$ cat config.mk
export PLATFORM = sky130hd
export DESIGN_NAME = handshake_fifo_buffer
export DESIGN_NICKNAME = d
export VERILOG_FILES = /design/src/rtl/handshake_fifo_buffer.sv
export SDC_FILE = /design/constraint.sdc
export NUM_CORES = 1
export LEC_CHECK = 0
export ABC_CLOCK_PERIOD_IN_PS = 2860
export CAP_MARGIN = 15
export CORE_MARGIN = 2
export CORE_UTILIZATION = 57
export DETAILED_ROUTE_END_ITERATION = 8
export GPL_ROUTABILITY_DRIVEN = 0
export PLACE_DENSITY = 0.8
export SYNTH_ARGS = -nofsm -noshare
export SYNTH_HDL_FRONTEND = slang
export SYNTH_SLANG_ARGS = --single-unit
$ cat constraint.sdc
create_clock -name clk -period 2.86 [get_ports clk]
set_input_delay 0.715 -clock clk [delete_from_list [all_inputs] [get_ports clk]]
set_output_delay 0.715 -clock clk [all_outputs]
set_load 0.01 [all_outputs]
$ cat src/rtl/handshake_fifo_buffer.sv
// ---------------------------------------------------------------------------
// handshake_fifo_buffer
//   Non-transparent FIFO on an elastic valid/ready channel, NUM_SLOTS deep.
//   It decouples an upstream producer from downstream back-pressure. All
//   outputs are functions of registered state only. There is no combinational
//   path from ins/ins_valid to outs/outs_valid, and none from outs_ready to
//   ins_ready. Once a token is buffered, it sustains one token per cycle.
//
// Ports
//   clk         in   clock, rising-edge active
//   rst         in   asynchronous active-low reset
//   ins         in   input token payload, sampled only on push
//   ins_valid   in   input token present
//   ins_ready   out  buffer has a free slot this cycle
//   outs        out  head-of-FIFO payload
//   outs_valid  out  buffer holds at least one token
//   outs_ready  in   consumer takes the head token this cycle
// ---------------------------------------------------------------------------
module handshake_fifo_buffer #(
  parameter int DATA_WIDTH = 32,
  parameter int NUM_SLOTS  = 4
) (
  input  logic                  clk,
  input  logic                  rst,
  input  logic [DATA_WIDTH-1:0] ins,
  input  logic                  ins_valid,
  output logic                  ins_ready,
  output logic [DATA_WIDTH-1:0] outs,
  output logic                  outs_valid,
  input  logic                  outs_ready
);

  localparam int PTR_W = (NUM_SLOTS > 1) ? $clog2(NUM_SLOTS) : 1;
  localparam int CNT_W = $clog2(NUM_SLOTS + 1);
  localparam logic [PTR_W-1:0] LAST_PTR = PTR_W'(NUM_SLOTS - 1);
  localparam logic [CNT_W-1:0] FULL_CNT = CNT_W'(NUM_SLOTS);

  logic [PTR_W-1:0]      head_reg, head_next;
  logic [PTR_W-1:0]      tail_reg, tail_next;
  logic [CNT_W-1:0]      count_reg, count_next;
  logic [DATA_WIDTH-1:0] slot_data [NUM_SLOTS];
  logic                  push;
  logic                  pop;

  // Handshake flags come from the registered count only. This keeps
  // ins_ready independent of outs_ready.
  assign ins_ready  = (count_reg != FULL_CNT);
  assign outs_valid = (count_reg != '0);
  assign push       = ins_valid & ins_ready;
  assign pop        = outs_valid & outs_ready;

  // The pointer wraps explicitly, so depths that are not a power of two work.
  function automatic logic [PTR_W-1:0] ptr_inc(input logic [PTR_W-1:0] p);
    return (p == LAST_PTR) ? '0 : p + PTR_W'(1);
  endfunction

  always_comb begin
    head_next  = pop  ? ptr_inc(head_reg) : head_reg;
    tail_next  = push ? ptr_inc(tail_reg) : tail_reg;
    count_next = count_reg;
    case ({push, pop})
      2'b10:   count_next = count_reg + CNT_W'(1);
      2'b01:   count_next = count_reg - CNT_W'(1);
      default: count_next = count_reg;
    endcase
  end

  always_ff @(posedge clk or negedge rst) begin
    if (!rst) begin
      head_reg  <= '0;
      tail_reg  <= '0;
      count_reg <= '0;
    end else begin
      head_reg  <= head_next;
      tail_reg  <= tail_next;
      count_reg <= count_next;
    end
  end

  // Each slot is its own register. This lets reset clear every entry, so
  // outs reads 0 after reset.
  for (genvar gi = 0; gi < NUM_SLOTS; gi++) begin : g_slot
    logic [DATA_WIDTH-1:0] data_reg;

    always_ff @(posedge clk or negedge rst) begin
      if (!rst) begin
        data_reg <= '0;
      end else if (push && (tail_reg == PTR_W'(gi))) begin
        data_reg <= ins;
      end
    end

    assign slot_data[gi] = data_reg;
  end

  // The head-select mux only decodes legal pointer values. For depths that
  // are not a power of two, unused codes read as 0.
  always_comb begin
    outs = '0;
    for (int i = 0; i < NUM_SLOTS; i++) begin
      if (head_reg == PTR_W'(i)) outs = slot_data[i];
    end
  end

endmodule
# Word level (Yosys, flattened, before mapping)
# Index checks and enable logic that the tools add are counted.
# word_totals
word_cells	37
regBits	135
# op_classes
addsub	4
bitwise	2
reduce_logical	8
n_eq_ne	9
muxes	7
# ops
cell	count
$mux W32	4
$eq A2 B2 Y1 const B	5
$eq A2 B1 Y1 const B	3
$pmux W3 S2	1
$add A2 B1 Y2 const B	2
$logic_and A1 B1 Y1	4
$logic_not A2 Y1	2
$mux W2	2
$add A3 B1 Y3 const B	1
$ne A3 B3 Y1 const B	1
$reduce_bool A3 Y1	1
$sub A3 B1 Y3 const B	1
$and A1 B1 Y1	2
$reduce_bool A2 Y1	1

# Longest topological paths before layout
# Gate-level depths: netlist (run 1).
# depth
depth_word	5
ltp_mapped	10
mapped_depth_nobuf	9

# Worst setup path after synthesis (run 1)
# No wires, ideal clock.
# synth_path
path_type	register to register
start	reg count_reg[1]
end	reg count_reg[2]
stages_incl_launch_ff	11
period_less_slack_ps	2427
path_slack_ps	433
arrival_time_ps	2348
setup_time_ps	79
path_cell_list	dfrtp_1 > or3b_1 > buf_2 > nand2_1 > buf_1 > ha_1 > inv_1 > fa_1 > xor2_1 > nor2_1 > xor2_1
# synth_via
elab_chain_cells	4
# synth_rtl
item	line	source
start, declared	40	logic [CNT_W-1:0] count_reg, count_next;
start signal, assigned	76	count_reg <= count_next;
$ne A3 B3 Y1 (*)	47	assign ins_ready = (count_reg != FULL_CNT);
net ins_ready	27	output logic ins_ready,
$and A1 B1 Y1 (*)	49	assign push = ins_valid & ins_ready;
$eq A2 B1 Y1 or $eq A2 B2 Y1 (tied branches)	61	case ({push, pop})
$pmux W3 S2 or $reduce_bool A2 Y1 (tied branches)	-	
# Mark *: on every way through the listed nets, which the timed path passes. The rest lies on a longest branch.
# A chain may end at the register's enable or synchronous reset.

# Final worst setup path (run 1)
# layout_path
start	reg head_reg[0]
end	out outs[31]
# layout_via
elab_chain_cells	5
# layout_rtl
item	line	source
start, declared	38	logic [PTR_W-1:0] head_reg, head_next;
start signal, assigned	74	head_reg <= head_next;
$logic_not A2 Y1	101	if (head_reg == PTR_W'(i)) outs = slot_data[i];
$mux W32 (3 in a row)	101	
$mux W32 (*)	101	
end, declared	28	output logic [DATA_WIDTH-1:0] outs,
# Mark *: on every way between the ends. The rest lies on a longest branch, timed or not.

==> results of run 1 <==
## cell usage in the layout, fill, tap and decap left out, types with 12 or more instances in the layout
cell type        netlist  final
a21oi_1               60     57
a22o_1                30     30
buf_4                  0     18
clkbuf_16              0     17
clkdlybuf4s50_1        0     36
dfrtp_1              135    133
dlygate4sd2_1          0     29
inv_1                 38     36
mux2_2                12     12
mux2_4                90     90
nand2_1               65     65
o21ai_0               31     17
o21ai_1                0     12
o22ai_1               30     30
## per-stage QoR
stage / utilization / power (W) / std cells / cell area [µm²]
final: 0.728 / 0.0115 / 797 / 8380
after global routing: 0.728 / 0.0121 / 797 / 8380
after CTS: 0.723 / 0.0114 / 793 / 8330
after detailed placement: 0.660 / 0.00907 / 754 / 7600
after global placement: 0.660 / 0.00886 / 754 / 7600
after floorplan: - / 0.00711 / 567 / 6780
## per-layer routing
| metal | global-route usage | wire, µm |
|---|---|---|
| met1 | 0.359 | 6950 |
| met2 | 0.450 | 8390 |
| met3 | 0.0627 | 929 |
| met4 | 0.112 | 422 |
| met5 | 0 | 0 |
## how the worst max path moves through the flow
stage,start,end,slack (ns)
global placement,head_reg[0],outs[26],0.16
finish,head_reg[0],outs[31],0.01
CTS,head_reg[0],outs[26],0.02
detailed placement,head_reg[0],outs[19],0.11
global route,head_reg[0],outs[26],-0.03
floorplan,count_reg[1],count_reg[2],0.43
## final cells by class
class,instances,share of cell area
clock inverter,11,0.0176
tap,143,0.0213
multi-input combinational,347,0.356
sequential,135,0.403
timing repair buffer,102,0.129
inverter,38,0.0173
clock buffer,21,0.0561
## what timing repair did
action                                  4_1_cts  5_1_grt
resized for setup                            61        8
hold buffers                                  0        0
gates cloned                                  2        0
hold endpoints to repair                      0        0
endpoints found under the setup margin       32        6
buffers inserted                              5        4
pin swaps                                     1        1
## worst register-to-register path: stages (launching register included)
cell	delay, ns
dfrtp_1	0.40
or3b_1	0.53
nand2_1	0.18
ha_1	0.20
inv_1	0.07
fa_1	0.37
xor2_1	0.15
nor2_1	0.12
xor2_1	0.15
## power by group through the flow
stage          clock [W]  sequential [W]  combinational, W
2_1_floorplan          0         0.00327           0.00384
3_3_place_gp           0         0.00337           0.00550
6_report         0.00227         0.00347           0.00579
3_5_place_dp           0         0.00343           0.00564
5_1_grt          0.00238         0.00357           0.00621
4_1_cts          0.00228         0.00345           0.00566
## cells by family after synthesis
family	after synthesis	synth area share
compound gates	155	0.138
flops	135	0.498
mux	102	0.219
buf+inv	85	0.0727
simple gates	77	0.0485
fa+ha+maj	10	0.0196
xor+xnor	3	0.00387
==> flow_metrics.tcl, run 1 <==
set metrics [dict create \
    run_status "finished, violations left" \
    violations "DRC" \
    drv_cap 0 \
    swShare 0.355 \
    grt_max_degree 62 \
    drive_above_1_share 0.283 \
    place_ws_ns 0.113 \
    worstPathRequired_ns 2.14 \
    routed_wl_um 16700 \
    yosysWarningCount 0 \
    max_freq_ghz 0.351 \
    dieHeight_um 113 \
    p_seq_frac 0.301 \
    regToRegEndpoint "count_reg[2]" \
    ys.flop_type "dfrtp_1" \
    grt-ovfl-total 0 \
    hold_slack_ns 0.265 \
    largest_reg_flops 128 \
    synth_seq_area_share 0.498 \
    groute.usage.overall 0.275 \
    async_flop_share 1.00 \
    final.setup.worst_slack_ns 0.0137 \
    antenna_found_initial 0 \
    area_delta_synth_final_pct 23.5 \
    crit_type "reg2out" \
    switchingPower_w 0.00409 \
    multi_input_area_um2 2980 \
    critPathTopFamily "buffers and inverters" \
    start_kind "flip-flop" \
    antenna_left 0 \
    cts_tree "built" \
    core_area_um2 11500 \
    drc 5 \
    min_period_over_period 0.995 \
    relSlewSlack 0.618 \
    finalClockSkew_ns 0.00540 \
    grt_pass1_wl_um 27400 \
    intPower_w 0.00743 \
    finalNetCount 687 \
    arrival_ns 2.13 \
    start_util 0.589 \
    fin_tns_setup_ns 0 \
    irDropWorstVdd_uv 622 \
    slew_violations 0 \
    ff2ff_path_depth 8 \
    pwr-share-comb 0.502 \
    powerDensity_nw_per_um2 1370 \
    worst_slew_pin_slew_ns 0.574 \
    synth_edf_count 0 \
    critPathMaxFanout 7 \
    leakagePower_nw 3.83 \
    power.share.clock 0.197 \
    rrSetupSlack_ns 0.63 \
    clock-sinks 135 \
    slowest_stage "dfrtp_2" \
    path_clk_slew_ns 0.06 \
    dp_hpwl_um 9690 \
    n_fill_cell 713 \
    grt_pass1_vias 5133 \
    netlist_area_um2 6780 \
    via_count 4777 \
    ys_types 26 \
    reg2reg_from "count_reg[1]" \
    syn_inst 567 \
    cts.root.buffer_cell "clkbuf_16" \
    vias_per_cell 5.99 \
    cp-end-kind "primary output" \
    cts_max_path_buffers 2 \
    rows 39 \
    h-tree-depth 4 \
    dieArea_um2 12800 \
    worstPathCellList "ha_4 > buf_4 > nor2b_2 > a221oi_2 > o31ai_1 > dlygate4sd2_1" \
    synthTopCellsByArea "dfrtp_1 50%, mux2_4 20%, a21oi_1 4.4%" \
    synth_most_common_cell "dfrtp_1" \
    chipWidth_um 113 \
    synth_top_area_cell "dfrtp_1" \
    io_buffers 69 \
    hp-class "in2async" \
    clk_latency_ns 0.42 \
    setup_viol 0 \
    synth_top_area_share 0.498 \
    ys_seq_elements 135 \
    cp_num_cells 6 \
    cp_num_buf_inv 2 \
    wl_per_cell_um 20.9 \
    yosys-top-cells-count "135 x dfrtp_1, 90 x mux2_4, 65 x nand2_1, 60 x a21oi_1, 38 x inv_1" \
    diodes 0 \
    avgSynthCellArea_um2 12.0 \
    fin_crit_ns 2.85 \
    numCtsBuffers 17 \
    slowest_delay_ns 0.46 \
    hold_violations 0 \
    seqCellArea_um2 3380 \
    ioPinCount 70 \
    drt_iter0_drc 453 \
    drtPass1Iterations 9 \
    syn_nets 613 \
]
(Power assumes the default switching activity.)
==> run 2, diff against run 1 <==
--- a/config.mk
+++ b/config.mk
@@ -5,13 +5,13 @@
 export SDC_FILE = /design/constraint.sdc
 export NUM_CORES = 1
 export LEC_CHECK = 0
-export ABC_CLOCK_PERIOD_IN_PS = 2860
+export ABC_CLOCK_PERIOD_IN_PS = 2700
 export CAP_MARGIN = 15
 export CORE_MARGIN = 2
-export CORE_UTILIZATION = 57
+export CORE_UTILIZATION = 40
+export CTS_CLUSTER_SIZE = 8
 export DETAILED_ROUTE_END_ITERATION = 8
 export GPL_ROUTABILITY_DRIVEN = 0
-export PLACE_DENSITY = 0.8
 export SYNTH_ARGS = -nofsm -noshare
 export SYNTH_HDL_FRONTEND = slang
 export SYNTH_SLANG_ARGS = --single-unit
==> constraint.sdc (replaced) <==
create_clock -name clk -period 2.7 [get_ports clk]
set_input_delay 0.675 -clock clk [delete_from_list [all_inputs] [get_ports clk]]
set_output_delay 0.675 -clock clk [all_outputs]
set_load 0.01 [all_outputs]
==> run 2 against run 1 <==
Against the previous run: the run now ends clean; clock power grew 16%; clock skew shrank 0.00072 ns; sequential share of layout area shrank 0.90 points; routed wire length grew 3.7%; worst hold slack lost 0.0042 ns; clock-buffer cell count shrank 2; total power grew 8.7%; non-clock buffer count grew 5; register-to-register slack lost 0.13 ns; core utilization shrank 21 points; critical path type unchanged; critical endpoint is now outs[16]; highest routed layer unchanged.
==> flow_metrics.tcl, run 2 (synthesized netlist as in run 1, its figures left out) <==
set metrics [dict create \
    run_status "finished, final reports clean" \
    grt_pass1_wl_um 28200 \
    drv_cap 0 \
    layout.cells.non_filler 879 \
    cts_tree "built" \
    area_delta_synth_final_pct 26.3 \
    diodes 0 \
    drive_above_1_share 0.357 \
    groute.usage.overall 0.201 \
    worst_slew_pin_slew_ns 0.680 \
    cts_max_path_buffers 2 \
    grt_pass1_vias 5163 \
    placed_cells 837 \
    numCtsBuffers 17 \
    largest_reg_flops 128 \
    dp_hpwl_um 10200 \
    crit_type "reg2out" \
    slew_violations 0 \
    leakagePower_nw 3.87 \
    h-tree-depth 4 \
    via_count 4732 \
    place_ws_ns 0.0678 \
    layout_commonest_cell "dfrtp_1" \
    wl_per_cell_um 19.7 \
    setup_viol 0 \
    finalNetCount 692 \
    clk_latency_ns 0.42 \
    worstSetupStartpoint "head_reg[1]" \
    reg2reg_from "count_reg[1]" \
    grt-ovfl-total 0 \
    dieHeight_um 134 \
    critPathTopFamily "buffers and inverters" \
    grt_max_degree 70 \
    io_buffers 69 \
    powerDensity_nw_per_um2 1460 \
    antenna_found_initial 0 \
    start_kind "flip-flop" \
    rsz0062_at_grt "yes" \
    hp-class "in2async" \
    max_freq_ghz 0.379 \
    worstPathRequired_ns 2.03 \
    vias_per_cell 5.38 \
    dieArea_um2 18000 \
    critPathMaxFanout 22 \
    drtPass1Iterations 4 \
    start_util 0.409 \
    final_area_um2 8570 \
    core_area_um2 16600 \
    ioPinCount 70 \
    drt_iter0_drc 280 \
    final.setup.worst_slack_ns 0.0584 \
    cp_common_cell "buf_6" \
    hold_buffers 0 \
    placed_area_um2 7730 \
    rows 47 \
    clock-sinks 135 \
    fin_crit_ns 2.64 \
    irDropWorstVdd_uv 681 \
    slowest_delay_ns 0.40 \
    hold_violations 0 \
    min_period_over_period 0.978 \
    finalClockSkew_ns 0.00468 \
    mostFrequentLayoutCells "134 x dfrtp_1, 90 x mux2_4, 65 x nand2_1" \
    drc 0 \
    routed_wl_um 17300 \
    relSlewSlack 0.547 \
    cts.root.buffer_cell "clkbuf_16" \
    arrival_ns 1.97 \
    slowest_stage "dfrtp_1" \
    worstPathCellList "buf_6 > ha_4 > buf_6 > buf_12 > a21oi_2 > o21ai_1 > a22o_1 > buf_2" \
    cp_num_buf_inv 4 \
    chipWidth_um 134 \
    antenna_left 0 \
    n_fill_cell 1404 \
    cp-end-kind "primary output" \
    path_clk_slew_ns 0.06 \
]
-- run 2: stage by stage --
stage | TNS, ns | hold slack (ns) | total power (W) | util
after global routing | -0.0598 | 0.313 | 0.0133 | 0.517
after floorplan | 0 | 0.379 | 0.00753 | -
after CTS | -0.0480 | 0.278 | 0.0125 | 0.516
after detailed placement | 0 | 0.467 | 0.00969 | 0.466
after global placement | 0 | 0.462 | 0.00951 | 0.466
final | 0 | 0.261 | 0.0125 | 0.517
-- run 2: repair_timing --
item / 4_1_cts / 5_1_grt
pin swaps: 7 / 3
hold endpoints to repair: 0 / 0
setup buffers: 7 / 0
endpoints found under the setup margin: 32 / 24
cloned: 3 / 0
gates resized for setup: 145 / 41
-- run 2: path summary, 6_finish.rpt --
path,to,slack (ns),depth (start not counted)
max in group asynchronous,head_reg[0],1.74,2
setup / recovery,outs[16],0.06,8
min in group clk,count_reg[2],0.48,1
hold reg to reg,count_reg[2],0.48,1
hold / removal,g_slot[1].data_reg[15],0.26,1
setup reg to reg,count_reg[2],0.50,8
-- run 2: per-layer routing --
layer	vias up	share of wire	GRT usage
li1	2137	-	-
met4	0	0.023	0.0883
met5	-	0	0
met1	2448	0.45	0.268
met3	30	0.045	0.0385
met2	117	0.48	0.321
-- run 2: power breakdown --
group          switching (W)  internal (W)  leakage (nW)
clock               0.000876       0.00175         0.319
combinational        0.00293       0.00331          1.94
sequential          0.000583       0.00307          1.61
-- run 2: final cells by class --
type,instances,area (µm²),area share
sequential,135,3380,0.394
multi-input combinational,347,3040,0.355
tap,220,275,0.0321
timing repair buffer,107,1060,0.123
clock buffer,19,443,0.0517
inverter,38,145,0.0169
clock inverter,13,226,0.0264
-- run 2: worst register-to-register path, delay by kind of cell (launching register included) --
family	cells	cell delay, ns
adders and majority gates	2	0.57
and+or+nand+nor	3	0.77
xor gates and xnor gates	2	0.31
buffers and inverters	1	0.06
DFF	1	0.40
